--- src/rtl/riscv_cpu_pkg.sv ---
// ----------------------------------------------------------------------------
// riscv_cpu_pkg
// Shared types and constants for the execute stage:
//   alu_op_e   - operation encoding driven by decode
//   ex_state_e - execute-stage sequencing states (IDLE / MUL / DONE)
//   CSR_*      - bit positions of the condition flags {ovf, carry, neg, zero}
//   make_flags - packs individual flags into the CSR vector
// ----------------------------------------------------------------------------
package riscv_cpu_pkg;

    typedef enum logic [3:0] {
        ALU_ADD  = 4'd0,
        ALU_SUB  = 4'd1,
        ALU_AND  = 4'd2,
        ALU_OR   = 4'd3,
        ALU_XOR  = 4'd4,
        ALU_SLL  = 4'd5,
        ALU_SRL  = 4'd6,
        ALU_SRA  = 4'd7,
        ALU_SLT  = 4'd8,
        ALU_SLTU = 4'd9,
        ALU_MUL  = 4'd10
    } alu_op_e;

    typedef enum logic [1:0] {
        IDLE = 2'd0,
        MUL  = 2'd1,
        DONE = 2'd2
    } ex_state_e;

    localparam int CSR_ZERO  = 0;
    localparam int CSR_NEG   = 1;
    localparam int CSR_CARRY = 2;
    localparam int CSR_OVF   = 3;

    function automatic logic [3:0] make_flags(input logic ovf, input logic carry,
                                              input logic neg, input logic zero);
        logic [3:0] f;
        f            = '0;
        f[CSR_ZERO]  = zero;
        f[CSR_NEG]   = neg;
        f[CSR_CARRY] = carry;
        f[CSR_OVF]   = ovf;
        return f;
    endfunction

endpackage

--- src/rtl/alu.sv ---
// ----------------------------------------------------------------------------
// alu
// Shared single-cycle, purely combinational ALU.
// Ports:
//   op_i     - operation (alu_op_e); MUL and undefined codes give result 0
//   a_i, b_i - operands, DATA_WIDTH bits
//   result_o - result, DATA_WIDTH bits
//   csr_o    - flags {ovf, carry, neg, zero}; carry/ovf only meaningful for ADD/SUB
// ----------------------------------------------------------------------------
module alu
    import riscv_cpu_pkg::*;
#(
    parameter int DATA_WIDTH = 32
) (
    input  alu_op_e               op_i,
    input  logic [DATA_WIDTH-1:0] a_i,
    input  logic [DATA_WIDTH-1:0] b_i,
    output logic [DATA_WIDTH-1:0] result_o,
    output logic [3:0]            csr_o
);

    localparam int SH_W = $clog2(DATA_WIDTH);
    localparam int MSB  = DATA_WIDTH - 1;

    logic        [SH_W-1:0]       shamt;
    logic        [DATA_WIDTH:0]   sum;
    logic        [DATA_WIDTH:0]   diff;
    logic signed [DATA_WIDTH-1:0] a_s;
    logic signed [DATA_WIDTH-1:0] b_s;
    logic                         carry;
    logic                         ovf;

    always_comb begin
        shamt    = b_i[SH_W-1:0];
        a_s      = a_i;
        b_s      = b_i;
        sum      = {1'b0, a_i} + {1'b0, b_i};
        // Extra bit of the subtraction is the borrow, reported as carry for SUB.
        diff     = {1'b0, a_i} - {1'b0, b_i};
        result_o = '0;
        carry    = 1'b0;
        ovf      = 1'b0;
        case (op_i)
            ALU_ADD: begin
                result_o = sum[DATA_WIDTH-1:0];
                carry    = sum[DATA_WIDTH];
                ovf      = (a_i[MSB] == b_i[MSB]) && (result_o[MSB] != a_i[MSB]);
            end
            ALU_SUB: begin
                result_o = diff[DATA_WIDTH-1:0];
                carry    = diff[DATA_WIDTH];
                ovf      = (a_i[MSB] != b_i[MSB]) && (result_o[MSB] != a_i[MSB]);
            end
            ALU_AND:  result_o = a_i & b_i;
            ALU_OR:   result_o = a_i | b_i;
            ALU_XOR:  result_o = a_i ^ b_i;
            ALU_SLL:  result_o = a_i << shamt;
            ALU_SRL:  result_o = a_i >> shamt;
            ALU_SRA:  result_o = a_s >>> shamt;
            ALU_SLT:  result_o = {{(DATA_WIDTH-1){1'b0}}, (a_s < b_s)};
            ALU_SLTU: result_o = {{(DATA_WIDTH-1){1'b0}}, (a_i < b_i)};
            default:  result_o = '0;
        endcase
        csr_o = make_flags(ovf, carry, result_o[MSB], (result_o == '0));
    end

endmodule

--- src/rtl/mul_iter.sv ---
// ----------------------------------------------------------------------------
// mul_iter
// Iterative shift-add multiplier, one partial product per cycle, DATA_WIDTH
// steps. Produces the low DATA_WIDTH bits of the unsigned product.
// Ports:
//   clk_i, rst_i - clock, synchronous active-high reset
//   abort_i      - stop an in-progress multiply
//   start_i      - latch a_i/b_i, clear the accumulator, begin stepping
//   a_i, b_i     - operands
//   done_o       - high during the final step; product_o is final the cycle after
//   product_o    - accumulator (low DATA_WIDTH bits of a*b once finished)
// ----------------------------------------------------------------------------
module mul_iter #(
    parameter int DATA_WIDTH = 32
) (
    input  logic                  clk_i,
    input  logic                  rst_i,
    input  logic                  abort_i,
    input  logic                  start_i,
    input  logic [DATA_WIDTH-1:0] a_i,
    input  logic [DATA_WIDTH-1:0] b_i,
    output logic                  done_o,
    output logic [DATA_WIDTH-1:0] product_o
);

    localparam int CNT_W = $clog2(DATA_WIDTH);

    logic [DATA_WIDTH-1:0] mcand_q;
    logic [DATA_WIDTH-1:0] mplier_q;
    logic [DATA_WIDTH-1:0] acc_q;
    logic [CNT_W-1:0]      cnt_q;
    logic                  run_q;

    assign done_o    = run_q && (cnt_q == CNT_W'(DATA_WIDTH - 1));
    assign product_o = acc_q;

    always_ff @(posedge clk_i) begin
        if (rst_i) begin
            run_q    <= 1'b0;
            cnt_q    <= '0;
            acc_q    <= '0;
            mcand_q  <= '0;
            mplier_q <= '0;
        end else if (abort_i) begin
            run_q <= 1'b0;
            cnt_q <= '0;
        end else if (start_i) begin
            mcand_q  <= a_i;
            mplier_q <= b_i;
            acc_q    <= '0;
            cnt_q    <= '0;
            run_q    <= 1'b1;
        end else if (run_q) begin
            // Bits shifted past the top of mcand only affect the discarded high half.
            if (mplier_q[0]) begin
                acc_q <= acc_q + mcand_q;
            end
            mcand_q  <= mcand_q << 1;
            mplier_q <= mplier_q >> 1;
            cnt_q    <= cnt_q + 1'b1;
            if (done_o) begin
                run_q <= 1'b0;
            end
        end
    end

endmodule

--- src/rtl/ex_stage_hs.sv ---
// ----------------------------------------------------------------------------
// ex_stage_hs
// Elastic execute stage between decode and memory. Accepts one op per cycle
// over valid/ready, evaluates single-cycle ALU ops, optionally runs an
// iterative multiply, and holds the result plus pipeline sidecar in an output
// register with back-pressure and flush.
//
// Build option: define EX_MUL_EN to build the iterative multiplier and the
// MUL/DONE sequencing. Without it ALU_MUL completes in one cycle with result 0
// and busy_o is tied low.
//
// Ports:
//   clk_i, rst_i                       clock, synchronous active-high reset
//   in_valid_i / in_ready_o            upstream handshake
//   flush_i                            drop the buffered result and any multiply
//   pc_i, instr_rdata_i, branch_addr_i sidecar in (32 bits each)
//   data_a_i, data_b_i, alu_op_i       operands and operation
//   branch_mux_i                       sidecar in (2 bits)
//   out_valid_o / out_ready_i          downstream handshake
//   pc_o, instr_rdata_o, branch_addr_o registered sidecar
//   data_a_o, data_b_o, alu_result_o   registered operands and result
//   csr_o                              registered flags {ovf, carry, neg, zero}
//   branch_mux_o                       registered sidecar
//   busy_o                             multiply in progress
// ----------------------------------------------------------------------------
module ex_stage_hs
    import riscv_cpu_pkg::*;
#(
    parameter int DATA_WIDTH = 32,
    parameter int CSR_WIDTH  = 4
) (
    input  logic                  clk_i,
    input  logic                  rst_i,
    input  logic                  in_valid_i,
    output logic                  in_ready_o,
    input  logic                  flush_i,
    input  logic [31:0]           pc_i,
    input  logic [31:0]           instr_rdata_i,
    input  logic [31:0]           branch_addr_i,
    input  logic [DATA_WIDTH-1:0] data_a_i,
    input  logic [DATA_WIDTH-1:0] data_b_i,
    input  alu_op_e               alu_op_i,
    input  logic [1:0]            branch_mux_i,
    output logic                  out_valid_o,
    input  logic                  out_ready_i,
    output logic [31:0]           pc_o,
    output logic [31:0]           instr_rdata_o,
    output logic [31:0]           branch_addr_o,
    output logic [DATA_WIDTH-1:0] data_a_o,
    output logic [DATA_WIDTH-1:0] data_b_o,
    output logic [DATA_WIDTH-1:0] alu_result_o,
    output logic [CSR_WIDTH-1:0]  csr_o,
    output logic [1:0]            branch_mux_o,
    output logic                  busy_o
);

    // Output register
    logic                  out_valid_q;
    logic [31:0]           pc_q, instr_q, baddr_q;
    logic [DATA_WIDTH-1:0] a_q, b_q, res_q;
    logic [CSR_WIDTH-1:0]  csr_q;
    logic [1:0]            bmux_q;

    // Next values for the output register
    logic [31:0]           pc_d, instr_d, baddr_d;
    logic [DATA_WIDTH-1:0] a_d, b_d, res_d;
    logic [CSR_WIDTH-1:0]  csr_d;
    logic [1:0]            bmux_d;

    logic [DATA_WIDTH-1:0] alu_res;
    logic [3:0]            alu_csr;
    logic                  out_free;
    logic                  idle;
    logic                  is_mul;
    logic                  accept;
    logic                  load_alu;
    logic                  load_mul;
    logic                  load;

    alu #(.DATA_WIDTH(DATA_WIDTH)) u_alu (
        .op_i     (alu_op_i),
        .a_i      (data_a_i),
        .b_i      (data_b_i),
        .result_o (alu_res),
        .csr_o    (alu_csr)
    );

    // The output slot can take a new value if empty or being drained this edge.
    assign out_free   = !out_valid_q || out_ready_i;
    assign in_ready_o = !rst_i && !flush_i && idle && out_free;
    assign accept     = in_valid_i && in_ready_o;
    assign load_alu   = accept && !is_mul;
    assign load       = load_alu || load_mul;

`ifdef EX_MUL_EN
    ex_state_e             state_q;
    logic [31:0]           h_pc_q, h_instr_q, h_baddr_q;
    logic [DATA_WIDTH-1:0] h_a_q, h_b_q;
    logic [1:0]            h_bmux_q;
    logic                  mul_start;
    logic                  mul_done;
    logic [DATA_WIDTH-1:0] mul_prod;

    assign idle      = (state_q == IDLE);
    assign is_mul    = (alu_op_i == ALU_MUL);
    assign mul_start = accept && is_mul;
    assign load_mul  = (state_q == DONE) && out_free;
    assign busy_o    = (state_q != IDLE);

    mul_iter #(.DATA_WIDTH(DATA_WIDTH)) u_mul (
        .clk_i     (clk_i),
        .rst_i     (rst_i),
        .abort_i   (flush_i),
        .start_i   (mul_start),
        .a_i       (data_a_i),
        .b_i       (data_b_i),
        .done_o    (mul_done),
        .product_o (mul_prod)
    );

    // Sequencing FSM; the sidecar of a multiply is held here until DONE.
    always_ff @(posedge clk_i) begin
        if (rst_i) begin
            state_q   <= IDLE;
            h_pc_q    <= '0;
            h_instr_q <= '0;
            h_baddr_q <= '0;
            h_a_q     <= '0;
            h_b_q     <= '0;
            h_bmux_q  <= '0;
        end else if (flush_i) begin
            state_q <= IDLE;
        end else begin
            case (state_q)
                IDLE: begin
                    if (mul_start) begin
                        state_q   <= MUL;
                        h_pc_q    <= pc_i;
                        h_instr_q <= instr_rdata_i;
                        h_baddr_q <= branch_addr_i;
                        h_a_q     <= data_a_i;
                        h_b_q     <= data_b_i;
                        h_bmux_q  <= branch_mux_i;
                    end
                end
                MUL: begin
                    if (mul_done) begin
                        state_q <= DONE;
                    end
                end
                DONE: begin
                    if (out_free) begin
                        state_q <= IDLE;
                    end
                end
                default: state_q <= IDLE;
            endcase
        end
    end
`else
    assign idle     = 1'b1;
    assign is_mul   = 1'b0;
    assign load_mul = 1'b0;
    assign busy_o   = 1'b0;
`endif

    always_comb begin
        pc_d    = pc_i;
        instr_d = instr_rdata_i;
        baddr_d = branch_addr_i;
        a_d     = data_a_i;
        b_d     = data_b_i;
        bmux_d  = branch_mux_i;
        res_d   = alu_res;
        csr_d   = alu_csr;
`ifdef EX_MUL_EN
        if (state_q == DONE) begin
            pc_d    = h_pc_q;
            instr_d = h_instr_q;
            baddr_d = h_baddr_q;
            a_d     = h_a_q;
            b_d     = h_b_q;
            bmux_d  = h_bmux_q;
            res_d   = mul_prod;
            csr_d   = make_flags(1'b0, 1'b0, mul_prod[DATA_WIDTH-1], (mul_prod == '0));
        end
`endif
    end

    // Flush beats any load; a simultaneous drain and load keeps out_valid high.
    always_ff @(posedge clk_i) begin
        if (rst_i) begin
            out_valid_q <= 1'b0;
            pc_q        <= '0;
            instr_q     <= '0;
            baddr_q     <= '0;
            a_q         <= '0;
            b_q         <= '0;
            res_q       <= '0;
            csr_q       <= '0;
            bmux_q      <= '0;
        end else if (flush_i) begin
            out_valid_q <= 1'b0;
        end else if (load) begin
            out_valid_q <= 1'b1;
            pc_q        <= pc_d;
            instr_q     <= instr_d;
            baddr_q     <= baddr_d;
            a_q         <= a_d;
            b_q         <= b_d;
            res_q       <= res_d;
            csr_q       <= csr_d;
            bmux_q      <= bmux_d;
        end else if (out_ready_i) begin
            out_valid_q <= 1'b0;
        end
    end

    assign out_valid_o   = out_valid_q;
    assign pc_o          = pc_q;
    assign instr_rdata_o = instr_q;
    assign branch_addr_o = baddr_q;
    assign data_a_o      = a_q;
    assign data_b_o      = b_q;
    assign alu_result_o  = res_q;
    assign csr_o         = csr_q;
    assign branch_mux_o  = bmux_q;

endmodule

--- config.mk ---
export PLATFORM = sky130hd
export DESIGN_NAME = ex_stage_hs
export DESIGN_NICKNAME = d
export VERILOG_FILES = /design/src/rtl/riscv_cpu_pkg.sv /design/src/rtl/alu.sv /design/src/rtl/mul_iter.sv /design/src/rtl/ex_stage_hs.sv
export SDC_FILE = /design/constraint.sdc
export NUM_CORES = 1
export LEC_CHECK = 0
export CELL_PAD_IN_SITES_DETAIL_PLACEMENT = 1
export CELL_PAD_IN_SITES_GLOBAL_PLACEMENT = 2
export CORE_MARGIN = 2
export CORE_UTILIZATION = 30
export DETAILED_ROUTE_END_ITERATION = 7
export MAX_ROUTING_LAYER = met4
export PLACE_DENSITY = 0.8
export RECOVER_POWER = 100
export SKIP_LAST_GASP = 1
export SLEW_MARGIN = 10
export SYNTH_ARGS = -nofsm -noshare
export SYNTH_HDL_FRONTEND = slang
export SYNTH_SLANG_ARGS = --single-unit
export TNS_END_PERCENT = 1
--- constraint.sdc ---
create_clock -name clk_i -period 6.4 [get_ports clk_i]
set_clock_uncertainty 0.05 [all_clocks]
set_input_delay 1.28 -clock clk_i [delete_from_list [all_inputs] [get_ports clk_i]]
set_output_delay 1.28 -clock clk_i [all_outputs]
set_load 0.01 [all_outputs]
==> results of run 1 <==
==> worst max-delay path, cell delays in order <==
cell	delay, ns
dlygate4sd3_1	0.57
inv_1	0.10
ha_1	0.65
a21oi_1	0.18
o21ai_0	0.45
and3_1	0.27
o21ai_0	0.20
a31oi_1	0.29
o2bb2ai_1	0.10
a2111oi_0	1.17
o211ai_1	0.22
nor4_1	0.30
nand4_1	0.13
o21ai_1	0.14
==> power by group <==
| part | leakage, nW | switching [mW] | internal (mW) | total (mW) |
|---|---|---|---|---|
| clock | 0.318 | 0.626 | 0.609 | 1.24 |
| sequential | 1.61 | 0.0215 | 1.28 | 1.30 |
| combinational | 7.29 | 0.909 | 0.553 | 1.46 |
| total | 9.21 | 1.56 | 2.44 | 4.00 |
==> worst paths after layout <==
path / end / slack [ns] / cells past startpoint
worst max-delay path: csr_o[0] / 0.71 / 14
worst min-delay path: instr_rdata_o[23] / 0.40 / 2
worst max register to register: alu_result_o[9] / 1.68 / 6
worst min register to register: instr_rdata_o[23] / 0.40 / 2
==> placed cells by master, fill, tap and decap left out, types with 12 or more instances in the layout <==
cell / count
nand2_1: 474
a21oi_1: 280
dlygate4sd3_1: 205
dfxtp_1: 198
nor2_1: 172
clkdlybuf4s50_1: 160
buf_4: 107
ha_1: 101
inv_1: 92
o21ai_0: 75
mux2i_1: 68
mux4_2: 60
nor3_1: 51
a211oi_1: 47
nand3_1: 33
o211ai_1: 31
nor2b_1: 25
a21o_1: 25
mux2_2: 25
a22oi_1: 21
nor4_1: 19
nand2b_1: 18
o22ai_1: 18
clkbuf_16: 17
a31oi_1: 16
a221oi_1: 15
and3_1: 14
o221ai_1: 13
a211o_1: 12
nand4_1: 12
==> stage by stage <==
step | hold slack, ns | cell area (µm²) | setup WS [ns]
after global routing | 0.420 | 22900 | 0.436
after CTS | 0.410 | 22900 | 0.981
after floorplan | 0.431 | 17700 | 1.54
after detailed placement | 0.397 | 22200 | 0.452
after global placement | 0.391 | 22200 | 0.570
final | 0.403 | 22900 | 0.709
==> layout make-up <==
cell class | count | share of cell area, %
Antenna cell | 3 | 0.0328
Clock buffer | 17 | 1.86
Clock inverter | 15 | 1.00
Inverter | 96 | 1.58
Multi-Input combinational cell | 1858 | 54.0
Sequential cell | 198 | 17.3
Tap cell | 765 | 4.19
Timing Repair Buffer | 480 | 20.0
==> metal layers <==
metal  up-vias  track usage [%]  share of wire [%]
li1       9061                -                  -
met1     10200             41.9                 43
met2       795             50.7                 47
met3       143             5.20                6.4
met4         0             10.4                3.1
met5         -                -                  0
==> cells by family after synthesis <==
family	after synthesis	share of synthesized area (%)
buffers and inverters	316	7.74
AOI/OAI and AO/OA	685	25.5
and+or+nand+nor	899	22.8
other	1	0.0212
adders and majority gates	103	7.38
muxes	157	13.5
xor gates and xnor gates	13	0.644
DFF	198	22.4
==> registers in the layout, indices dropped and copies added (netlist names) <==
register       cells
instr_rdata_o     32
branch_mux_o       2
data_b_o          32
branch_addr_o     32
csr_o              4
out_valid_o        1
data_a_o          32
pc_o              32
alu_result_o      31
==> impl_results.md, run 1 <==
- Post-Syn Area per Cell: 7.45 µm²
- Netlist Area Pre-Place: 0.0177 mm²
- Placer congestion estimate: 0.994
- CP required: 6.78 ns
- CTS Buf Count: 17
- Vias: 20200
- Initial Util: 30.5%
- Total GRT Usage: 32.1%
- Share of the synthesized area in the top cell type: 22.4%
- DR pass1 iterations: 5
- Die Y: 247 µm
- Worst Path Max Fanout: 14
- Unique masters post-synth: 105
- Routed Antenna Nets: 0
- Worst hold path type: reg -> reg
- Dpl hpwl: 75600 µm
- H-tree levels: 4
- Clk_lat worst skew: 0.50 ns
- Detail-routed via count per cell: 5.88
- CTS Root Cell: clkbuf_16
- Setup crit end kind: register
- Area Growth Syn to Fin: 29.4%
- Total core area: 0.0579 mm²
- Power Total: 4.00 mW
- Clk buf depth: 2
- Final Core Density: 39.5%
- Outcome: finished with violations
- Mapped Nets: 2646
- WL per Instance: 28.2 µm
- Worst Path Arrival: 6.07 ns
- Startpoint types: input pin
- Post-synth EDFFs: 0
- Fin cells: 3432
- Synth cell count leaders: 475 x nand2_1, 280 x a21oi_1, 198 x dfxtp_1, 172 x nor2_1, 151 x clkbuf_1
- Worst Setup Path Type: in -> reg
- Unrepaired setup endpoints after global routing: no
- Top-count cell post-synth: nand2_1
- Post-Syn Instances: 2372
- Yosys warning count: 0
- Filler cells: 7049
- Tmin final: 5.69 ns
- # clock sinks: 198
- CTS tree: done
- Inst Count DP: 3397
- NumNets Final: 2925
- Critical path origin: data_a_i[6]
- Number of global-route vias before repair: 20300
- Hold_buf cts: 0
- Most used flip-flop cell after synthesis: dfxtp_1
- DRC errors left: 0
- Io pins: 372
- Initial antenna violation count: 1
- First-pass GRT wire length: 140000 µm
- Worst Hold Launch: instr_rdata_o[23]
- Fin crit share: 88.9%
- Layout cells sized above 1: 10.2%
- Std-Cell Rows: 88
- Register area: 0.00396 mm²
- Post-CTS setup buffer count: 0
- Total leakage power: 9.21 nW
- PD cells: 175 mW/mm²
- Post-CTS sizing: 0
- CTS clk-pin slew, worst paths: 0.08 ns
- Post-synth top area cell: dfxtp_1
- Failing checks: capacitance limit, slew limit
- Buffers on Ports: 370
- Reg2reg start: out_valid_o
- Drt first-iter violations: 1881
- Max Freq: 176 MHz
- Largest net degree at the start of global routing: 139
- #FFs+latches synth: 198
- Synth area leaders: dfxtp_1 22%, nand2_1 10%, a21oi_1 7.9%, mux4_2 7.6%, ha_1 7.2%
- Area of the multi-input gates: 0.0124 mm²
- Pins over their slew limit: 49
- Die footprint: 0.0609 mm²
- Count of final hold-check violations: 0
- Max-cap violations: 1
- Asr flop ratio synth: 0%
- DRT Wirelength: 96700 µm
- Worst IR Drop VDD: 0.211 mV
- Max transition margin: -114%
- Die width: 247 µm
- Final setup fails: 0
- Total grt overflow: 0
- Worst slew pin tran: 3.21 ns
- Sum Neg Setup Slack: 0 ns
- Sequential area share after synthesis: 22.4%
Note: power is estimated with default switching activity, not from simulation.
==> inputs of run 2 (changes only) <==
--- a/config.mk
+++ b/config.mk
@@ -5,17 +5,19 @@
 export SDC_FILE = /design/constraint.sdc
 export NUM_CORES = 1
 export LEC_CHECK = 0
+export ABC_AREA = 1
 export CELL_PAD_IN_SITES_DETAIL_PLACEMENT = 1
 export CELL_PAD_IN_SITES_GLOBAL_PLACEMENT = 2
 export CORE_MARGIN = 2
-export CORE_UTILIZATION = 30
+export CORE_UTILIZATION = 27
 export DETAILED_ROUTE_END_ITERATION = 7
 export MAX_ROUTING_LAYER = met4
-export PLACE_DENSITY = 0.8
+export PLACE_DENSITY = 0.79
 export RECOVER_POWER = 100
 export SKIP_LAST_GASP = 1
 export SLEW_MARGIN = 10
 export SYNTH_ARGS = -nofsm -noshare
 export SYNTH_HDL_FRONTEND = slang
+export SYNTH_HIERARCHICAL = 1
 export SYNTH_SLANG_ARGS = --single-unit
 export TNS_END_PERCENT = 1
==> impl_results.md, run 2 <==
- Sum Neg Setup Slack: 0 ns (unchanged)
- Clock power share: 28.7% (-2.2 points)
- Placer congestion estimate: 1.04 (+4.3%)
- Io pins: 372 (unchanged)
- Post-Syn Instances: 3892 (+64%)
- Unrepaired setup endpoints after global routing: no
- Filler cells: 10500 (+48%)
- Reg2Reg Depth: 6 (unchanged)
- Worst hold path type: reg -> reg
- Total leakage power: 14.4 nW (+56%)
- Initial antenna violation count: 3 (+2)
- Worst IR Drop VDD: 0.179 mV (-15%)
- Top-count cell post-synth: nand2_1
- CTS clk-pin slew, worst paths: 0.08 ns (about the same)
- Startpoint types: input pin
- Sequential area share after synthesis: 19.0% (-3.4 points)
- Setup crit end kind: register
- Layout cells sized above 1: 3.91% (-6.3 points)
- Mapped Nets: 4166 (+57%)
- Max-cap violations: 2 (+1)
- H-tree levels: 4 (unchanged)
- Asr flop ratio synth: 0% (unchanged)
- Area Growth Syn to Fin: 23.7%
- Detail-routed via count per cell: 4.83 (-18%)
- Tmin final: 5.37 ns (-0.317 ns)
- Largest net degree at the start of global routing: 152 (+9.4%)
- Switching power: 1.77 mW (+13%)
- Number of global-route vias before repair: 24800 (+22%)
- Synth area leaders: nand2_1 20%, dfxtp_1 19%, inv_1 16%, nand3_1 10%, nand4_1 6.8%
- Max transition margin: -18.8% (+95 points)
- Initial Util: 27.1% (-3.4 points)
- Unique masters post-synth: 51 (-51%)
- First-pass GRT wire length: 160000 µm (+14%)
- Fin area: 0.0259 mm² (+13%)
- Final WS setup: 1.03 ns (+0.317 ns)
- Post-Syn Area per Cell: 5.38 µm² (-28%)
- Most used flip-flop cell after synthesis: dfxtp_1
- DR pass1 iterations: 5 (unchanged)
- Dpl hpwl: 88200 µm (+17%)
- Fraction of power spent switching nets: 42.6% (+3.7 points)
- CTS Root Cell: clkbuf_16
- Drt first-iter violations: 1743 (-7.3%)
- Netlist Area Pre-Place: 0.0209 mm² (+18%)
- Post-CTS sizing: 0 (unchanged)
- Power Total: 4.14 mW (+3.6%)
- Worst slack, placed: 0.704 ns (+0.252 ns)
- Post-CTS setup buffer count: 0 (unchanged)
- Comb pwr share: 39.1% (+2.5 points)
- Total core area: 0.0771 mm² (+33%)
- Placed inst area: 0.0253 mm² (+14%)
- Buffers on Ports: 370 (unchanged)
- Share of the synthesized area in the top cell type: 20.3% (-2.2 points)
- DRT Wirelength: 111000 µm (+15%)
- WL per Instance: 21.4 µm (-24%)
- CP required: 6.76 ns (-0.02 ns)
- Most frequent cells in the layout: 1128 x nand2_1, 900 x inv_1, 439 x nand3_1
- Fin crit share: 84.0% (-5.0 points)
- CTS tree: done
- Vias: 25100 (+24%)
- Worst Path Arrival: 5.73 ns (-0.34 ns)
- Post-synth EDFFs: 0 (unchanged)
- Total grt overflow: 0 (unchanged)
- Die width: 282 µm (+14%)
- Failing checks: capacitance limit, slew limit
- Count of final hold-check violations: 0 (unchanged)
- Internal cell power: 2.37 mW (-2.6%)
- Clk_lat worst skew: 0.47 ns (-0.03 ns)
- CTS Buf Count: 17 (unchanged)
- Final setup fails: 0 (unchanged)
- Max Freq: 186 MHz (+5.9%)
- Pins over their slew limit: 135 (+180%)
- Std-Cell Rows: 102 (+16%)
- Synth cell count leaders: 1130 x nand2_1, 900 x inv_1, 439 x nand3_1, 370 x nor2_1, 228 x nand4_1
- Post-synth top area cell: nand2_1
- Sequential share of power: 32.2% (-0.3 points)
- Worst Setup Path Type: in -> reg
- PD cells: 160 mW/mm² (-8.5%)
- # clock sinks: 199 (+0.51%)
- Hold_buf cts: 0 (unchanged)
- Total GRT Usage: 27.9% (-4.2 points)
- Worst Path Max Fanout: 151 (+137)
- NumNets Final: 4402 (+50%)
- Clk buf depth: 2 (unchanged)
- Outcome: finished with violations
- Commonest non-fill, non-tap cell in the layout: nand2_1
- WHS Path Cells: 4 (+2)
- Worst slew pin tran: 1.78 ns (-1.43 ns)
- Die Y: 282 µm (+14%)
- DRC errors left: 0 (unchanged)
- Routed Antenna Nets: 0 (unchanged)
- #FFs+latches synth: 199 (+0.51%)
- Yosys warning count: 6 (+6)
- Die footprint: 0.0798 mm² (+31%)
-- run 2: cell count changes after synthesis, moves of 35 or more --
cell | previous run | this run
inv_1 | 92 | 900
a211oi_1 | 47 | 0
nor2_1 | 172 | 370
nand4_1 | 12 | 228
nor3_1 | 51 | 16
clkbuf_1 | 151 | 38
mux4_2 | 60 | 0
nand3_1 | 33 | 439
a21oi_1 | 280 | 90
nand2_1 | 475 | 1130
mux2i_1 | 68 | 1
buf_2 | 35 | 92
-- run 2: power groups by stage --
stage | registers [mW] | clock network, mW | logic [mW]
after detailed placement | 1.37 | 0 | 1.62
after global routing | 1.34 | 1.27 | 1.77
after CTS | 1.34 | 1.24 | 1.63
after floorplan | 1.40 | 0 | 0.888
after global placement | 1.36 | 0 | 1.62
final | 1.33 | 1.19 | 1.62
-- run 2: worst max-delay path, stage by stage --
cell and delay (ns):
dlygate4sd3_1 0.60, nor2_1 0.24, buf_12 0.61, nand3_1 1.37
buf_2 1.09, nand2_1 0.28, inv_1 0.07, nor2_1 0.11
-- run 2: cells by family after synthesis --
| group | share of synthesized area (%) |
|---|---|
| multiplexers | 0.0478 |
| AND/OR/NAND/NOR | 47.0 |
| other | 0.0179 |
| flip-flops | 19.0 |
| buffers and inverters | 22.0 |
| adder cells (fa/ha/maj) | 6.23 |
| AO/OA/AOI/OAI | 5.57 |
| XOR/XNOR | 0.0837 |
-- run 2: metrics by stage --
step	hold slack (ns)	std cells	util (%)
floorplan	0.480	3892	-
global placement	0.446	5149	32.8
detailed placement	0.452	5149	32.8
CTS	0.466	5181	33.6
global route	0.490	5183	33.6
finish	0.459	5184	33.6
-- run 2: layout make-up --
cell class                 count  area, µm²  share of cell area [%]
timing repair buffer         427       4150                    16.0
multi-input combinational   2563      12400                    47.7
inverter                     920       3460                    13.4
tap                         1040       1300                    5.03
antenna                        3       7.51                  0.0290
clock buffer                  18        429                    1.66
sequential                   199       3980                    15.4
clock inverter                14        189                   0.730
-- run 2: final timing paths --
| path | slack, ns | start | endpoint |
|---|---|---|---|
| max | 1.03 | rst_i | alu_result_o[3] |
| min | 0.46 | csr_o[1] | csr_o[1] |
| max reg2reg | 2.16 | out_valid_o | alu_result_o[3] |
| min reg2reg | 0.46 | csr_o[1] | csr_o[1] |
-- run 2: layer usage --
layer | up-vias | part of all wire (%) | global-route usage [%]
li1 | 12300 | - | -
met3 | 124 | 5.5 | 4.06
met4 | 0 | 4.2 | 10.6
met5 | - | 0 | -
met2 | 701 | 46 | 45.6
met1 | 11900 | 44 | 34.7
